--- src/rtl/fetch_sequencer.sv ---
// fetch_sequencer
// Sequencer for the R.O.E single-issue core. It owns the program counter,
// forwards the current instruction word to the combinational decoder, and
// stalls on data-memory operations until the memory acknowledges them. It
// redirects the PC on taken branches and stops when it fetches the halt word.
// The decoder's side effects are gated through commit_en.
//
// Ports
//   clk          in   1      rising-edge clock
//   reset        in   1      synchronous, active-high
//   start        in   1      begin execution at PC 0 (honoured in IDLE or HALT)
//   instr        in   9      ROM data at address pc (combinational ROM)
//   mem_read     in   1      decoder: current instruction is LW
//   mem_write    in   1      decoder: current instruction is SW
//   branch_taken in   1      BNZ outcome for the current instruction
//   branch_tgt   in   PC_W   absolute branch target
//   mem_ack      in   1      data memory completed the access this cycle
//   pc           out  PC_W   instruction address
//   instr_out    out  9      instruction to decoder, 0 outside RUN/MEM_WAIT
//   commit_en    out  1      enables register/memory side effects this cycle
//   mem_req      out  1      data-memory request, held until mem_ack
//   done         out  1      high in HALT
//   err          out  1      sticky memory-timeout flag
//   cycles       out  CNT_W  saturating count of executing cycles
module fetch_sequencer #(
  parameter int         PC_W       = 10,
  parameter int         CNT_W      = 16,
  parameter logic [8:0] HALT_INSTR = 9'h1FF,
  parameter int         MEM_TMO    = 8
) (
  input  logic             clk,
  input  logic             reset,
  input  logic             start,
  input  logic [8:0]       instr,
  input  logic             mem_read,
  input  logic             mem_write,
  input  logic             branch_taken,
  input  logic [PC_W-1:0]  branch_tgt,
  input  logic             mem_ack,
  output logic [PC_W-1:0]  pc,
  output logic [8:0]       instr_out,
  output logic             commit_en,
  output logic             mem_req,
  output logic             done,
  output logic             err,
  output logic [CNT_W-1:0] cycles
);

  localparam int              WAIT_W    = $clog2(MEM_TMO + 1);
  localparam logic [WAIT_W-1:0] WAIT_ONE  = WAIT_W'(1);
  localparam logic [WAIT_W-1:0] WAIT_LAST = WAIT_W'(MEM_TMO);
  localparam logic [PC_W-1:0]   PC_ONE    = PC_W'(1);
  localparam logic [CNT_W-1:0]  CNT_ONE   = CNT_W'(1);
  localparam logic [CNT_W-1:0]  CNT_MAX   = '1;

  typedef enum logic [1:0] {
    IDLE,
    RUN,
    MEM_WAIT,
    HALT
  } state_t;

  state_t            state;
  logic [WAIT_W-1:0] wait_cnt;
  logic              mem_op;
  logic              is_halt;
  logic [PC_W-1:0]   pc_inc;
  logic [CNT_W-1:0]  cycles_inc;

  // Decode helpers. The PC increment wraps naturally at 2^PC_W, and the cycle
  // counter sticks at its maximum value.
  always_comb begin
    mem_op     = mem_read | mem_write;
    is_halt    = (instr == HALT_INSTR);
    pc_inc     = pc + PC_ONE;
    cycles_inc = (cycles == CNT_MAX) ? cycles : cycles + CNT_ONE;
  end

  // The handshake outputs depend on this cycle's mem_ack, so they are
  // combinational. In RUN the halt word suppresses every side effect,
  // including any memory request its decode might imply.
  always_comb begin
    instr_out = '0;
    commit_en = 1'b0;
    mem_req   = 1'b0;
    case (state)
      RUN: begin
        instr_out = instr;
        if (!is_halt) begin
          if (mem_op) begin
            mem_req   = 1'b1;
            commit_en = mem_ack;
          end else begin
            commit_en = 1'b1;
          end
        end
      end
      MEM_WAIT: begin
        instr_out = instr;
        mem_req   = 1'b1;
        commit_en = mem_ack;
      end
      default: ;
    endcase
  end

  // Sequencer state, PC, status flags and cycle counter.
  // The cycle that decodes the halt word is not counted as an executing
  // cycle, so {ADD,ADD,HALT} reports two cycles.
  always_ff @(posedge clk) begin
    if (reset) begin
      state    <= IDLE;
      pc       <= '0;
      cycles   <= '0;
      err      <= 1'b0;
      done     <= 1'b0;
      wait_cnt <= '0;
    end else begin
      case (state)
        IDLE: begin
          if (start) begin
            state  <= RUN;
            pc     <= '0;
            cycles <= '0;
            err    <= 1'b0;
          end
        end
        RUN: begin
          if (is_halt) begin
            state <= HALT;
            done  <= 1'b1;
          end else begin
            cycles <= cycles_inc;
            if (mem_op) begin
              if (mem_ack) begin
                pc <= pc_inc;
              end else begin
                state    <= MEM_WAIT;
                wait_cnt <= WAIT_ONE;
              end
            end else begin
              pc <= branch_taken ? branch_tgt : pc_inc;
            end
          end
        end
        MEM_WAIT: begin
          cycles <= cycles_inc;
          if (mem_ack) begin
            pc    <= pc_inc;
            state <= RUN;
          end else if (wait_cnt == WAIT_LAST) begin
            err   <= 1'b1;
            done  <= 1'b1;
            state <= HALT;
          end else begin
            wait_cnt <= wait_cnt + WAIT_ONE;
          end
        end
        HALT: begin
          if (start) begin
            state  <= RUN;
            pc     <= '0;
            cycles <= '0;
            err    <= 1'b0;
            done   <= 1'b0;
          end
        end
        default: state <= IDLE;
      endcase
    end
  end

endmodule

--- config.mk ---
export PLATFORM = sky130hd
export DESIGN_NAME = fetch_sequencer
export DESIGN_NICKNAME = d
export VERILOG_FILES = /design/src/rtl/fetch_sequencer.sv
export SDC_FILE = /design/constraint.sdc
export NUM_CORES = 1
export LEC_CHECK = 0
export ABC_AREA = 1
export BUFFER_PORTS_ARGS = -buffer_cell sky130_fd_sc_hd__buf_4
export CAP_MARGIN = 20
export CORE_UTILIZATION = 45
export DETAILED_ROUTE_END_ITERATION = 7
export HOLD_SLACK_MARGIN = 0.15
export PLACE_DENSITY = 0.76
export SLEW_MARGIN = 20
export SYNTH_ARGS = -nofsm -noshare
export SYNTH_HDL_FRONTEND = slang
export SYNTH_SLANG_ARGS = --single-unit
--- constraint.sdc ---
create_clock -name clk -period 5.1 [get_ports clk]
set_clock_uncertainty 0.05 [all_clocks]
set_input_delay 1.02 -clock clk [delete_from_list [all_inputs] [get_ports clk]]
set_output_delay 1.02 -clock clk [all_outputs]
set_load 0.005 [all_outputs]
==> metrics.md, run 1 <==
| Metric | Value |
|---|---|
| Outcome | completed |
| Clock sink total | 34 |
| Final period utilization | 0.609 |
| Worst hold endpoint | err |
| H-tree depth | 2 |
| Hold Path Stages | 2 |
| GPL Wtd Cong | 0.891 |
| Slowest cell on crit path | ha_1 |
| Critical Path Fanout Max | 18 |
| TNS Setup | 0 ns |
| Die Ht | between 70 and 80 um |
| Reg2reg start | state[0] |
| Gate power share | 0.529 |
| Largest cells by area after synthesis | dfxtp_1 26%, nand2_1 17%, nor2_1 9.4%, nand3_1 7.9%, inv_1 7.1% |
| First-pass GRT wire length | between 10 and 15 mm |
| Leak pwr | 1.51 nW |
| Worst skew pair latency | 0.29 ns |
| Final worst setup slack | about 2 ns |
| Synth-to-layout area growth | 23.1% |
| Die X | 77.9 um |
| Total of max-cap violations | 0 |
| Average instance area after synthesis | 6.01 sq um |
| Relative slew slack | 0.591 |
| Initial Utilization | 0.468 |
| Unrepaired setup endpoints after global routing | no |
| # IOs | 65 |
| Post-CTS Resized | 0 |
| Seq cells post-synth | 34 |
| Met1 WL | 3.12 mm |
| Reg2reg setup slack | 2.50 ns |
| Overall routed net length | 6.87 mm |
| Sw frac | 0.459 |
| Crit. End Element | primary output |
| Detail Placement HPWL | 4.93 mm |
| 1st-pass router iterations | 4 |
| Worst hold path class | reg -> reg |
| Psw | around 0.00059 W |
| Power Total | 0.00128 W |
| FF-to-FF path depth | 9 |
| Rows | 27 |
| Post-CTS Setup Bufs | 0 |
| Yosys top cell by area | dfxtp_1 |
| Syn. warnings | 0 |
| WP buf/inv | 3 |
| R2R Path End | cycles[9] |
| Final Hold Fails | 0 |
| Core area | 0.00554 sq mm |
| Routed wire per std cell | 12.2 um |
| Final nets | 526 |
| Int Pwr | 0.000691 W |
| IO Port Bufs | 64 |
| Initial antenna violation count | 0 |
| Dpl ws | 2.07 ns |
| Count of different cell masters after synthesis | 32 |
| Clock transition at path regs | around 0.070 ns |
| Seq pwr share | 0.301 |
| Vias in the first global route | 2501 |
| Min-Delay Startpoint | err |
| Synthesized Nets | 467 |
| Remaining Overflow, GRT | 0 |
| Peak VDD IR | 0.000167 V |
| Peak Freq | 0.322 GHz |
| WHS | roughly 0.4 ns |
| Clock buffer depth | 2 |
| Pin count of the biggest net entering global routing | 28 |
| Max Slew Vio Count | 0 |
| Vias | 2927 |
| Critical Path, Cell by Cell | inv_1 -> ha_1 -> inv_2 -> a21oi_1 -> buf_4 |
| Power Density | around 400 mW/mm^2 |
| Crit start category | flip-flop |
| Detailed Route Iter0 Violations | 149 |
| Root buf cell | clkbuf_8 |
| Family with the most delay on the worst path | adder cells |
| Final setup violation count | 0 |
| Mapped Cells | 432 |
| TritonCTS buffer count | 5 |
| Post-synth top area share | 0.262 |
| CP peak stage delay | 0.67 ns |
| Final Instance Count excl. Fillers | about 560 |
| Die area | between 0.006 and 0.007 sq mm |
| Wire length on met2 | 3.34 mm |
| Drc violations | 0 |
| Worst-Margin Slew | 0.611 ns |
| All-layer global routing usage | 0.226 |
| Clock power share | 0.170 |
| WL met3 | 335 um |
| Inst Count DP | 556 |
| Post-CTS Hold Buffers | 0 |
| Setup CP Type | reg -> out |
| Vias/cell | 5.19 |
| Critical path arrival | 2.04 ns |
| Critical Path RT | 4.03 ns |
| Sequential area share after synthesis | 0.262 |
| Max layer used | met4 |
| ANT nets after route | 0 |
| Mapped Area | ~0.0026 sq mm |
| Layout cells sized above 1 | 0.169 |
| CTS tree | done |
| Crit path time final | 3.11 ns |
| # diodes | 0 |
## worst max path at each step
| stage | start | endpoint | slack [ns] | cells after the start |
|---|---|---|---|---|
| final | state[0] | mem_req | 1.99 | 5 |
| after global routing | state[0] | mem_req | 1.83 | 5 |
| after CTS | state[0] | mem_req | 1.98 | 5 |
| after detailed placement | mem_ack | commit_en | 2.07 | 6 |
| after global placement | mem_ack | commit_en | 2.11 | 6 |
| after floorplan | mem_write | commit_en | 2.42 | 5 |
## power by group through the flow
stage	Clock (W)	Combinational, W	Sequential, W
2_1_floorplan	0	0.000458	0.000378
3_3_place_gp	0	0.000663	0.000387
3_5_place_dp	0	0.000672	0.000389
4_1_cts	0.000224	0.000676	0.000383
5_1_grt	0.000238	0.000753	0.000394
6_report	0.000217	0.000675	0.000384
## synthesized netlist by cell type (all sizes together)
master and number:
o21ai 11, o21bai 1, nand4 15, o211ai 1
mux2i 1, and2 1, a211oi 1, xnor2 7
nand3 41, o22ai 1, buf 5, a21oi 36
clkinv 1, ha 9, dfxtp 34, o21a 1
inv 52, o32ai 1, nor2 69, xor2 10
nand2 120, nor3 6, o211a 1, clkbuf 7
## state kept, by name, summed over array words and instances, names as in the netlist
register	cells
pc	10
err	1
state	2
cycles	16
wait_cnt	4
done	1
## tightest hold or removal path, delay by kind of cell (launching register included)
family,cells,cell delay (ns)
DFF,1,0.32
buffers and inverters,1,0.05
AOI/OAI and AO/OA,1,0.05
## area by class of cell
| cell class | count | area [sq um] |
|---|---|---|
| multi-input cells | 333 | 1640 |
| clock buffers | 6 | 82.6 |
| fillers | 556 | 2350 |
| flip-flops and latches | 34 | 681 |
| well taps | 72 | 90.1 |
| clock inverters | 2 | 12.5 |
| inverters | 53 | 204 |
| repair buffers | 64 | 480 |
## layer usage
layer  vias to the layer above  GRT usage
met1                      1328      0.262
met3                         7     0.0529
met4                         0     0.0796
li1                       1510          -
met2                        82      0.404
met5                         -          0
## cell families (layout without fill, tap and decap cells)
logic type               count (synthesis)  after routing  share of synthesized area
XOR/XNOR                                17             17                     0.0574
AO/OA/AOI/OAI                           54             54                      0.112
multiplexers                             1              1                    0.00386
buffers and inverters                   65            125                      0.104
adder cells (fa/ha/maj)                  9              9                     0.0434
flip-flops                              34             34                      0.262
AND/OR/NAND/NOR                        252            252                      0.417
## cell usage in the layout, fill, tap and decap left out
cell        Yosys  routed
clkinvlp_4      0       1
o21a_1          1       1
o211ai_1        1       1
nand2_2         3       3
inv_6           1       1
nor2_1         65      65
clkinv_1        1       1
dfxtp_1        34      34
and2_1          1       1
a21oi_1        36      36
o211a_1         1       1
buf_4           2      64
o21bai_1        1       1
o21ai_0        11      11
xor2_1         10      10
nor3_1          5       5
nor2_2          1       1
xnor2_1         7       7
nor2_4          3       3
nand3_1        41      41
ha_1            9       9
inv_1          49      49
a211oi_1        1       1
inv_2           2       2
clkbuf_8        0       6
nand2_1       117     117
o32ai_1         1       1
clkinv_2        0       1
nand4_1        15      15
nor3_2          1       1
o22ai_1         1       1
mux2i_1         1       1
## through the flow
step	area, sq um	util
CTS	3190	0.577
global route	3190	0.577
global placement	3100	0.559
detailed placement	3100	0.559
floorplan	2590	-
finish	3190	0.577
Power figures use the tool's default switching activity.
==> run 2: changes to the inputs <==
- PLACE_DENSITY: 0.76 -> 0.79
- clock period: 5.1 -> 2.7 ns (I/O delays scaled with it)
==> run 2 against run 1 <==
  * Register-to-register slack worse by 2.1 ns
  * Cell area is 1.2% higher
  * Cell count is 0.53% higher
  * Sequential power is 90% higher
  * Routed wire length is 2.0% higher
  * Non-clock buffer count is 3 higher
  * Total power is 96% higher
  * Sequential cell count stayed put
  * Critical endpoint unchanged
  * Largest power group unchanged
==> metrics.md, run 2 (same netlist as run 1, synthesis figures left out) <==
| Metric | Value |
|---|---|
| Outcome | completed |
| Worst skew pair latency | 0.29 ns (about the same) |
| Final setup violation count | 0 (unchanged) |
| Overall routed net length | 7.01 mm (+2.0%) |
| Total of max-cap violations | 0 (unchanged) |
| Vias in the first global route | 2736 (+9.4%) |
| Vias | 2947 (+0.68%) |
| # diodes | 0 (unchanged) |
| Relative slew slack | 0.562 (-0.0286) |
| Crit path time final | 2.40 ns |
| Crit start category | flip-flop |
| Critical path arrival | 1.81 ns (-0.23 ns) |
| Most common cell after layout, fill and taps aside | nand2_1 |
| Clock power share | 0.192 (+0.022) |
| GPL Wtd Cong | 0.824 (-7.5%) |
| 1st-pass router iterations | 5 (+1) |
| Worst-Margin Slew | 0.654 ns (+0.0428 ns) |
| Post-CTS Hold Buffers | 0 (unchanged) |
| Critical Path Fanout Max | 13 (-5) |
| Remaining Overflow, GRT | 0 (unchanged) |
| Die Ht | 77.9 um (unchanged) |
| CTS tree | done |
| Peak VDD IR | 0.000309 V (+86%) |
| Final Hold Fails | 0 (unchanged) |
| Gate power share | 0.516 (-0.013) |
| Most frequent cells in the layout | 117 x nand2_1, 67 x buf_4, 65 x nor2_1 |
| Unrepaired setup endpoints after global routing | no |
| Crit. End Element | primary output |
| Leak pwr | 1.53 nW (+1.3%) |
| Initial Utilization | 0.468 (unchanged) |
| Layout cells sized above 1 | 0.172 (+0.00302) |
| Die X | 77.9 um (unchanged) |
| TritonCTS buffer count | 5 (unchanged) |
| Synth-to-layout area growth | 24.5% |
| Initial antenna violation count | 0 (unchanged) |
| Rows | 27 (unchanged) |
| Clock transition at path regs | 0.07 ns (about the same) |
| Clock sink total | 34 (unchanged) |
| Top Registers | cycles: 16 flops, pc: 10 flops, wait_cnt: 4 flops |
| Routed wire per std cell | 12.4 um (+1.5%) |
| Max Slew Vio Count | 0 (unchanged) |
| Peak Freq | about 0.42 GHz |
| Die area | 0.00607 sq mm (unchanged) |
| Inst Count DP | 559 (+0.54%) |
| Sw frac | 0.442 (-0.0170) |
| ANT nets after route | 0 (unchanged) |
| M2 GR Usage | 0.408 (+0.00442) |
| Post-CTS Setup Bufs | 0 (unchanged) |
| Setup CP Type | reg -> out |
| Most Crowded Layer GR | met2 |
| Number of flip-flops in the largest register | 16 (unchanged) |
| Drc violations | 0 (unchanged) |
| Worst hold path class | reg -> reg |
| Pin count of the biggest net entering global routing | 28 (unchanged) |
| Vias/cell | 5.20 (+0.15%) |
| Reg2reg setup slack | 0.38 ns (-2.12 ns) |
| IO Port Bufs | 64 (unchanged) |
| Core area | 0.00554 sq mm (unchanged) |
| Met3 Use GR | 0.0518 (-0.00118) |
| Final Instance Count excl. Fillers | 567 (+0.53%) |
| Int Pwr | 0.00139 W (+100%) |
| Post-CTS Resized | 0 (unchanged) |
| Root buf cell | clkbuf_8 |
| Critical Path RT | 2.11 ns (-1.92 ns) |
| Clock buffer depth | 2 (unchanged) |
| First-pass GRT wire length | 12.2 mm (+11%) |
| All-layer global routing usage | 0.245 (+0.0188) |
| Final period utilization | 0.889 |
| Final nets | 529 (+0.57%) |
| Psw | 0.00110 W (+88%) |
| H-tree depth | 2 (unchanged) |
| Seq pwr share | 0.292 (-0.009) |
| Power Density | 772 mW/mm^2 (+93%) |
| Detail Placement HPWL | 5.12 mm (+4.0%) |
| Grt met1 use | 0.317 (+0.0554) |
| Detailed Route Iter0 Violations | 249 (+67%) |
| # IOs | 65 (unchanged) |
| TNS Setup | 0 ns (unchanged) |
| Power Total | 0.00250 W (+96%) |
| Largest reg by FF count | cycles |
-- run 2: final cells by class --
class,count,area (sq um)
clock buffer,6,72.6
clock inverter,2,37.5
fill,565,2310
inverter,53,204
multi-input combinational,333,1640
sequential,34,681
tap,72,90.1
timing repair buffer,67,503
-- run 2: layer usage --
| layer | routed length [um] | part of all wire |
|---|---|---|
| met5 | 0 | 0 |
| met4 | 61 | 0.0087 |
| met3 | 478 | 0.068 |
| met2 | 3300 | 0.47 |
| met1 | 3160 | 0.45 |
-- run 2: critical path: stages (launching register included) --
cell	delay (ns)
dfxtp_1	0.42
inv_1	0.09
ha_1	0.48
inv_2	0.18
a21oi_1	0.21
buf_4	0.14
-- run 2: through the flow --
stage	hold WS, ns	worst slack, ns	util	instance area (sq um)
5_1_grt	0.436	0.198	0.583	3230
2_1_floorplan	0.390	0.833	-	2590
3_5_place_dp	0.399	0.413	0.563	3120
3_3_place_gp	0.387	0.493	0.563	3120
4_1_cts	0.411	0.324	0.583	3230
6_report	0.405	0.300	0.583	3230
-- run 2: final timing paths --
check,endpoint,startpoint,cells after the start
worst max-delay path,mem_req,state[0],5
worst min-delay path,err,err,2
worst max register to register,cycles[13],state[0],9
worst min register to register,err,err,2
-- run 2: power by group through the flow --
stage          clock (W)  combinational [W]  sequential, W
4_1_cts         0.000487            0.00129       0.000726
5_1_grt         0.000513            0.00146       0.000748
6_report        0.000479            0.00129       0.000728
3_5_place_dp           0            0.00128       0.000737
3_3_place_gp           0            0.00125       0.000731
2_1_floorplan          0           0.000865       0.000715
